--- config.mk ---
export PLATFORM = sky130hd
export DESIGN_NAME = demux_1xn_rr
export DESIGN_NICKNAME = d
export VERILOG_FILES = /design/src/rtl/demux_pkg.sv /design/src/rtl/demux_out_reg.sv /design/src/rtl/demux_1xn_rr.sv
export SDC_FILE = /design/constraint.sdc
export NUM_CORES = 1
export LEC_CHECK = 0
export BUFFER_PORTS_ARGS = -buffer_cell sky130_fd_sc_hd__clkbuf_2
export CAP_MARGIN = 30
export CORE_ASPECT_RATIO = 0.75
export CORE_MARGIN = 2
export CORE_UTILIZATION = 46
export CTS_CLUSTER_DIAMETER = 60
export DETAILED_ROUTE_END_ITERATION = 16
export GPL_ROUTABILITY_DRIVEN = 0
export PLACE_DENSITY = 0.77
export SYNTH_ARGS = -nofsm -noshare
export SYNTH_HDL_FRONTEND = slang
export SYNTH_HIERARCHICAL = 1
export SYNTH_SLANG_ARGS = --single-unit
--- constraint.sdc ---
create_clock -name clk -period 2 [get_ports clk]
set_input_delay 0.4 -clock clk [delete_from_list [all_inputs] [get_ports clk]]
set_output_delay 0.4 -clock clk [all_outputs]
set_load 0.02 [all_outputs]
--- src/rtl/demux_pkg.sv ---
// Shared constants for the 1-to-N round-robin demultiplexer.
// Optional feature macro: DEMUX_DROP_CNT_EN (enables the dropped-word counter).
package demux_pkg;

   // Steering modes sampled directly from the mode input every cycle.
   localparam logic MODE_RR  = 1'b0;
   localparam logic MODE_SEL = 1'b1;

   // Saturating dropped-word counter.
   localparam int unsigned           DROP_CNT_W   = 8;
   localparam logic [DROP_CNT_W-1:0] DROP_CNT_MAX = {DROP_CNT_W{1'b1}};

   // Select width for a given channel count; never narrower than one bit.
   function automatic int unsigned sel_width(input int unsigned num_ch);
      int unsigned w;
      w = 1;
      while ((32'd1 << w) < num_ch) begin
         w = w + 1;
      end
      return w;
   endfunction

endpackage

--- src/rtl/demux_out_reg.sv ---
// One output channel register: loads a word, drains on consumer ready.
// A load in the same cycle as a drain wins, so the channel stays valid.
module demux_out_reg
#(
   parameter int unsigned DATA_W = 4
)(
   input  logic              clk,
   input  logic              reset_L,
   input  logic              load,
   input  logic [DATA_W-1:0] data_in,
   input  logic              ready_in,
   output logic              valid_out,
   output logic [DATA_W-1:0] data_out
);

   logic              valid_q, valid_d;
   logic [DATA_W-1:0] data_q,  data_d;

   // Next-state: load has priority over drain; data holds after a drain.
   always_comb begin
      valid_d = valid_q;
      data_d  = data_q;
      if (load) begin
         valid_d = 1'b1;
         data_d  = data_in;
      end else if (valid_q && ready_in) begin
         valid_d = 1'b0;
      end
   end

   // Channel state register.
   always_ff @(posedge clk or negedge reset_L) begin
      if (!reset_L) begin
         valid_q <= 1'b0;
         data_q  <= '0;
      end else begin
         valid_q <= valid_d;
         data_q  <= data_d;
      end
   end

   assign valid_out = valid_q;
   assign data_out  = data_q;

endmodule

--- src/rtl/demux_1xn_rr.sv ---
// 1-to-N demultiplexer, round-robin or explicit-select steering, one cycle
// latency, per-channel valid/ready. Words aimed at a nonexistent channel are
// consumed and discarded.
// Optional feature macro: DEMUX_DROP_CNT_EN (saturating count of discarded
// words on drop_cnt; otherwise drop_cnt is tied to zero).
module demux_1xn_rr
   import demux_pkg::*;
#(
   parameter  int unsigned DATA_W = 4,
   parameter  int unsigned NUM_CH = 4,
   localparam int unsigned SEL_W  = sel_width(NUM_CH)
)(
   input  logic                       clk,
   input  logic                       reset_L,
   input  logic                       mode,
   input  logic                       valid_in,
   input  logic [DATA_W-1:0]          data_in,
   input  logic [SEL_W-1:0]           sel_in,
   output logic                       ready_out,
   input  logic [NUM_CH-1:0]          ready_in,
   output logic [NUM_CH-1:0]          valid_out,
   output logic [NUM_CH*DATA_W-1:0]   data_out,
   output logic [DROP_CNT_W-1:0]      drop_cnt
);

   logic [SEL_W-1:0]  rr_q, rr_d;
   logic [SEL_W-1:0]  tgt_c;
   logic              invalid_c;
   logic              xfer_c;
   logic              load_en_c;
   logic [NUM_CH-1:0] tgt_oh_c;
   logic [NUM_CH-1:0] load_c;

   // Target decode, upstream ready and per-channel load strobes.
   always_comb begin
      tgt_c     = rr_q;
      invalid_c = 1'b0;
      tgt_oh_c  = '0;
      load_c    = '0;
      if (mode == MODE_SEL) begin
         tgt_c     = sel_in;
         invalid_c = (32'(sel_in) >= NUM_CH);
      end
      for (int unsigned k = 0; k < NUM_CH; k++) begin
         tgt_oh_c[k] = (32'(tgt_c) == k);
      end
      // An invalid target never blocks; otherwise only a full, stalled target does.
      ready_out = invalid_c || !(|(tgt_oh_c & valid_out & ~ready_in));
      xfer_c    = valid_in && ready_out;
      load_en_c = xfer_c && !invalid_c;
      if (load_en_c) begin
         load_c = tgt_oh_c;
      end
   end

   // Round-robin pointer advances only on a delivered round-robin word.
   always_comb begin
      rr_d = rr_q;
      if (load_en_c && (mode == MODE_RR)) begin
         if (32'(rr_q) == NUM_CH - 1) begin
            rr_d = '0;
         end else begin
            rr_d = rr_q + SEL_W'(1);
         end
      end
   end

   // Round-robin pointer register.
   always_ff @(posedge clk or negedge reset_L) begin
      if (!reset_L) begin
         rr_q <= '0;
      end else begin
         rr_q <= rr_d;
      end
   end

   // One output register per channel.
   for (genvar k = 0; k < NUM_CH; k++) begin : g_ch
      demux_out_reg #(
         .DATA_W    (DATA_W)
      ) u_out_reg (
         .clk       (clk),
         .reset_L   (reset_L),
         .load      (load_c[k]),
         .data_in   (data_in),
         .ready_in  (ready_in[k]),
         .valid_out (valid_out[k]),
         .data_out  (data_out[k*DATA_W +: DATA_W])
      );
   end

`ifdef DEMUX_DROP_CNT_EN
   logic [DROP_CNT_W-1:0] drop_q, drop_d;

   // Count discarded words, holding at the maximum.
   always_comb begin
      drop_d = drop_q;
      if (xfer_c && invalid_c && (drop_q != DROP_CNT_MAX)) begin
         drop_d = drop_q + DROP_CNT_W'(1);
      end
   end

   // Drop counter register; cleared only by reset.
   always_ff @(posedge clk or negedge reset_L) begin
      if (!reset_L) begin
         drop_q <= '0;
      end else begin
         drop_q <= drop_d;
      end
   end

   assign drop_cnt = drop_q;
`else
   assign drop_cnt = '0;
`endif

endmodule

Word-level counts from Yosys, hierarchy flattened
Cells that the tools add are included.
{ "totals": {"ff_bits": 22, "input_bits": 14, "output_inout_bits": 29, "elab_cells": 42} }
{ "op_classes": {"n_addsub": 1, "eq_ne": 4, "n_mux": 11, "n_bitwise": 4, "reduce_logical": 13} }
{ "ops": {"columns": ["operator", "count"], "rows": [
  ["$and A4 B4 Y4", 2],
  ["$mux W1", 8],
  ["$reduce_bool A2 Y1", 4],
  ["$eq A2 B2 Y1 const B", 3],
  ["$logic_and A1 B1 Y1", 6],
  ["$mux W2", 2],
  ["$mux W4", 1],
  ["$not A4 Y4", 1],
  ["$reduce_or A4 Y1", 1],
  ["$add A2 B1 Y2 const B", 1],
  ["$eq A2 B1 Y1 const B", 1],
  ["$logic_not A2 Y1", 1],
  ["$logic_not A1 Y1", 1],
  ["$not A1 Y1", 1]
]} }

Depth between registers and ports, before layout
{ "depth": {"ltp_word": 9, "mapped_depth": 5, "ltp_nobuf": 5} }

By module
Netlist, hierarchy kept.
{ "by_module_without_submodules": {"columns": ["module", "instances", "cells_each", "area_each_um2", "seq_area_each_um2"], "rows": [
  ["demux_out_reg", 4, 11, 182.7, 125.1],
  ["demux_1xn_rr", 1, 35, 282.8, 50.0]
]} }

Worst setup path after synthesis
OpenSTA, ideal clock, no wires.
{ "synth_path": {"path_kind": "input-to-reg", "startpoint": "input port mode", "endpoint": "register g_ch[1].u_out_reg.data_q[0]", "setup_time_ps": 125, "arrival_ps": 1710, "path_slack_ps": 165, "stages": 5, "n_path_buf": 0, "cell_sequence": "mux2i_2 > mux2i_1 > nand2b_2 > nor2_1 > mux2_2"} }
{ "synth_between": {"elab_chain_len": 8, "elab_cells_between_ends": 11} }
{ "synth_rtl": {"columns": ["item", "line", "rtl"], "rows": [
  ["start: declaration", "demux_1xn_rr.sv:15", "input logic mode,"],
  ["$mux W2 *", "demux_1xn_rr.sv:40", "if (mode == MODE_SEL) begin"],
  ["$eq A2 B1 Y1, or another cell as far along", "demux_1xn_rr.sv:45", "tgt_oh_c[k] = (32'(tgt_c) == k);"],
  ["$and A4 B4 Y4 (2 in series)", "demux_1xn_rr.sv:48", "ready_out = invalid_c || !(|(tgt_oh_c & valid_out & ~ready_in));"],
  ["$reduce_or A4 Y1", "demux_1xn_rr.sv:48", null],
  ["$logic_not A1 Y1", "demux_1xn_rr.sv:48", null],
  ["$logic_and A1 B1 Y1", "demux_1xn_rr.sv:49", "xfer_c = valid_in && ready_out;"],
  ["$mux W4 *", "demux_1xn_rr.sv:51", "if (load_en_c) begin"],
  ["net load_c[1]", "demux_1xn_rr.sv:32", "logic [NUM_CH-1:0] load_c;"],
  ["end signal: assignment", "demux_out_reg.sv:38", "data_q <= data_d;"],
  ["end: declaration", "demux_out_reg.sv:17", "logic [DATA_W-1:0] data_q, data_d;"]
]} }
Mark *: on every way through the listed nets, which the timed path passes. The rest lies on a longest branch.
A chain may end at the register's enable or synchronous reset.

Worst setup path in the final report
{ "layout_path": {"startpoint": "register rr_q[1]", "endpoint": "output port ready_out"} }
{ "layout_between": {"elab_chain_len": 6, "elab_cells_between_ends": 9} }
{ "layout_rtl": {"columns": ["item", "line", "rtl"], "rows": [
  ["start: declaration", "demux_1xn_rr.sv:26", "logic [SEL_W-1:0] rr_q, rr_d;"],
  ["start signal: assignment", "demux_1xn_rr.sv:73", "rr_q <= rr_d;"],
  ["$mux W2 *", "demux_1xn_rr.sv:40", null],
  ["$eq A2 B1 Y1, or another cell as far along", "demux_1xn_rr.sv:45", null],
  ["$and A4 B4 Y4 * (2 in series)", "demux_1xn_rr.sv:48", null],
  ["$reduce_or A4 Y1 *", "demux_1xn_rr.sv:48", null],
  ["$logic_not A1 Y1 *", "demux_1xn_rr.sv:48", null],
  ["end: declaration", "demux_1xn_rr.sv:19", "output logic ready_out,"]
]} }
Mark *: on every way between the ends. The rest lies on a longest branch, timed or not.

==> impl_metrics.tcl <==
set metrics [dict create \
    run_status "completed" \
    port_bufs 34 \
    globalRouteOverflowTotal 0 \
    crit_start "rr_q[1]" \
    worst_r2r_startpoint "rr_q[1]" \
    finalPower_uw 1950 \
    power_frac_clock_pct 12.4 \
    power.internal_uw 1190 \
    synth_largest_type_area_fraction_pct 54.3 \
    dr.first_iter.drc_count 20 \
    area.growth.synth_to_final_pct 29.6 \
    most-common-layout-cells "clkbuf_2, dfrtp_1, mux2_2" \
    critPathMaxFanout 3 \
    cp_slowest_cell "dfrtp_1" \
    layout_commonest_cell "clkbuf_2" \
    number_of_global_route_vias_before_repair 726 \
    r2r_cells 8 \
    max-cap-violations 0 \
    yosys-top-cells-area "dfrtp_1, mux2_2, buf_4" \
    antenna_left 0 \
    postCtsHoldBufs 0 \
    critical_path_depth 6 \
    post-route-util_pct 64.1 \
    route.detailed.wl_per_inst_um 12.8 \
    critical-path-top-delay-family "flip-flops" \
    skew_ns 0.00443 \
    hold_path.class "input pin to asynchronous set/reset pin" \
    drive_above_1_share_pct 57.1 \
    reg2reg_setup_slack_ns 0.14 \
    worst_path_largest_cell_delay_ns 0.42 \
    detailedPlacementHpwl_mm 1.47 \
    vdd_drop_max_uv 850 \
    synth_edf_count 0 \
    via_count 731 \
    instances_no_fill 150 \
    synth.yosys.warnings 6 \
    dpl-instance-area_um2 1230 \
    numCtsBuffers 3 \
    finish.net_count 142 \
    cts.path.max_buffers 2 \
    timing.setup.critical_path_class "flip-flop to output pin" \
    slew_headroom_pct 63.6 \
    drt-vias-per-instance 4.87 \
    yosys.area.top_type "dfrtp_1" \
    rsz0062_at_grt "true" \
    layout_min_cycle_time_ns 1.95 \
    synth.lib_cells_used.distinct 20 \
    postSynthCellCount 79 \
    dominant_cell_type_by_count_on_the_critical_path "buf_4" \
    switching_share_pct 39.0 \
    fillers 192 \
    synthesis.area_um2 1010 \
    synth_seq_cells 22 \
    top_level_ports 43 \
    floorplan.core_area_um2 2050 \
    starting_density_of_the_core_pct 49.5 \
    min_period_over_period_pct 97.3 \
    synth_async_sr_flop_share_pct 100 \
    die_x_um 58.2 \
    cts_htree_levels 1 \
    finalHoldViolCount 0 \
    net-switching-power_uw 762 \
    synth_seq_area_share_pct 54.3 \
    power.combinational.fraction_pct 47.9 \
    clk_latency_ns 0.31 \
    final_max_slew_violation_count 0 \
    power_density_nw_per_um2 1490 \
    tritoncts "done" \
    top_flip_flop_cell_by_instance_count_after_synthesis "dfrtp_1" \
    grt_first_pass_wirelength_mm 3.35 \
    drt-pass1-iter-count 4 \
    die-height_um 44.7 \
    worstPathArrival_ns 1.55 \
    critical_path.n_buffers_inverters 3 \
    core.rowCount 14 \
    track_usage_pct 17.6 \
    critical_path.endpoint "ready_out" \
    diodes 0 \
    cp-end-kind "output pin" \
    post-route-drc-count 0 \
    seqPwrFrac_pct 39.6 \
    worst_setup_hold_path_clk_slew_ns 0.12 \
    clk_root_buffer_cell "clkbuf_4" \
    timing.rr.end "g_ch[2].u_out_reg/data_out[3]" \
    setup-violations-final 0 \
    slew_at_the_pin_with_the_worst_max_slew_slack_ns 0.545 \
    grt_max_degree 23 \
    p_leak_uw 0.000685 \
    crit_chain "mux2i_4 > buf_4 > buf_4 > o211ai_1 > nand2_1 > buf_6" \
    worst_setup_path_start_kind "flip-flop" \
    routed_wirelength_mm 1.93 \
    max_clock_freq_ghz 0.514 \
    antenna_found_initial 0 \
    final_area_um2 1310 \
    clock-sinks 22 \
    final.setup.worst_slack_ns 0.0543 \
    placed_cell_count 143 \
    dieArea_um2 2600 \
    pre_cts_ws_ns 0.0604 \
    synth_area_per_cell_um2 12.8 \
    worstPathRequired_ns 1.60 \
]
power groups by stage:
stage	clock [uW]	combinational (uW)	sequential [uW]
finish	243	937	775
detailed placement	0	891	781
global route	280	1010	812
floorplan	0	343	1010
CTS	254	926	774
global placement	0	869	779
flip-flops by register name, summed over array words and instances, names as in the netlist:
| register | count |
|---|---|
| rr_q | 2 |
| g_ch.u_out_reg/valid_out | 4 |
| g_ch.u_out_reg/data_out | 16 |
worst min-delay path by stage:
stage | to | depth (start not counted)
floorplan | g_ch[0].u_out_reg/data_out[0] | 0
global placement | rr_q[0] | 1
detailed placement | rr_q[0] | 1
CTS | rr_q[0] | 1
global route | g_ch[3].u_out_reg/data_out[3] | 1
finish | rr_q[0] | 1
timing repair:
action                     CTS  global route
setup endpoints to repair    1             9
gates resized for setup      1             5
setup buffers                3             0
pin swaps                    0             2
final cells by class:
cell class                 instances  area, um^2  area share [%]
inverter                           4        15.0            1.14
multi-input combinational         52         427            32.5
timing repair buffer              44         255            19.4
clock buffer                       4        36.3            2.76
tap                               24        30.0            2.29
sequential                        22         551            41.9
routing by layer:
layer / routed length, um / GRT usage (%) / part of all wire (%)
met2: 924 / 29.5 / 48
met5: 0 / 0 / 0
met3: 163 / 7.02 / 8.5
met4: 0 / 1.40 / 0
met1: 838 / 22.6 / 44
cell families after synthesis:
group | Yosys count | synth area share [%]
AOI/OAI and AO/OA | 8 | 6.42
DFF | 22 | 54.3
muxes | 20 | 22.2
and+or+nand+nor | 15 | 8.02
buffers and inverters | 12 | 7.41
other | 1 | 0.370
adders and majority gates | 1 | 1.23
cells in the mapped netlist (2+ instances only):
cell type	n
inv_1	4
mux2_2	16
buf_4	8
nand2b_1	3
nor2_1	4
nand3b_1	2
nand2_1	3
a21o_2	4
dfrtp_1	22
nor2b_1	2
mux2i_1	2
through the flow:
stage / TNS, ns / hold WS, ns
after global routing: -0.0771 / 0.0660
after detailed placement: 0 / 0.415
after global placement: 0 / 0.404
final: 0 / 0.0497
after CTS: 0 / 0.0672
after floorplan: 0 / 0.104
(Power assumes the default switching activity.)
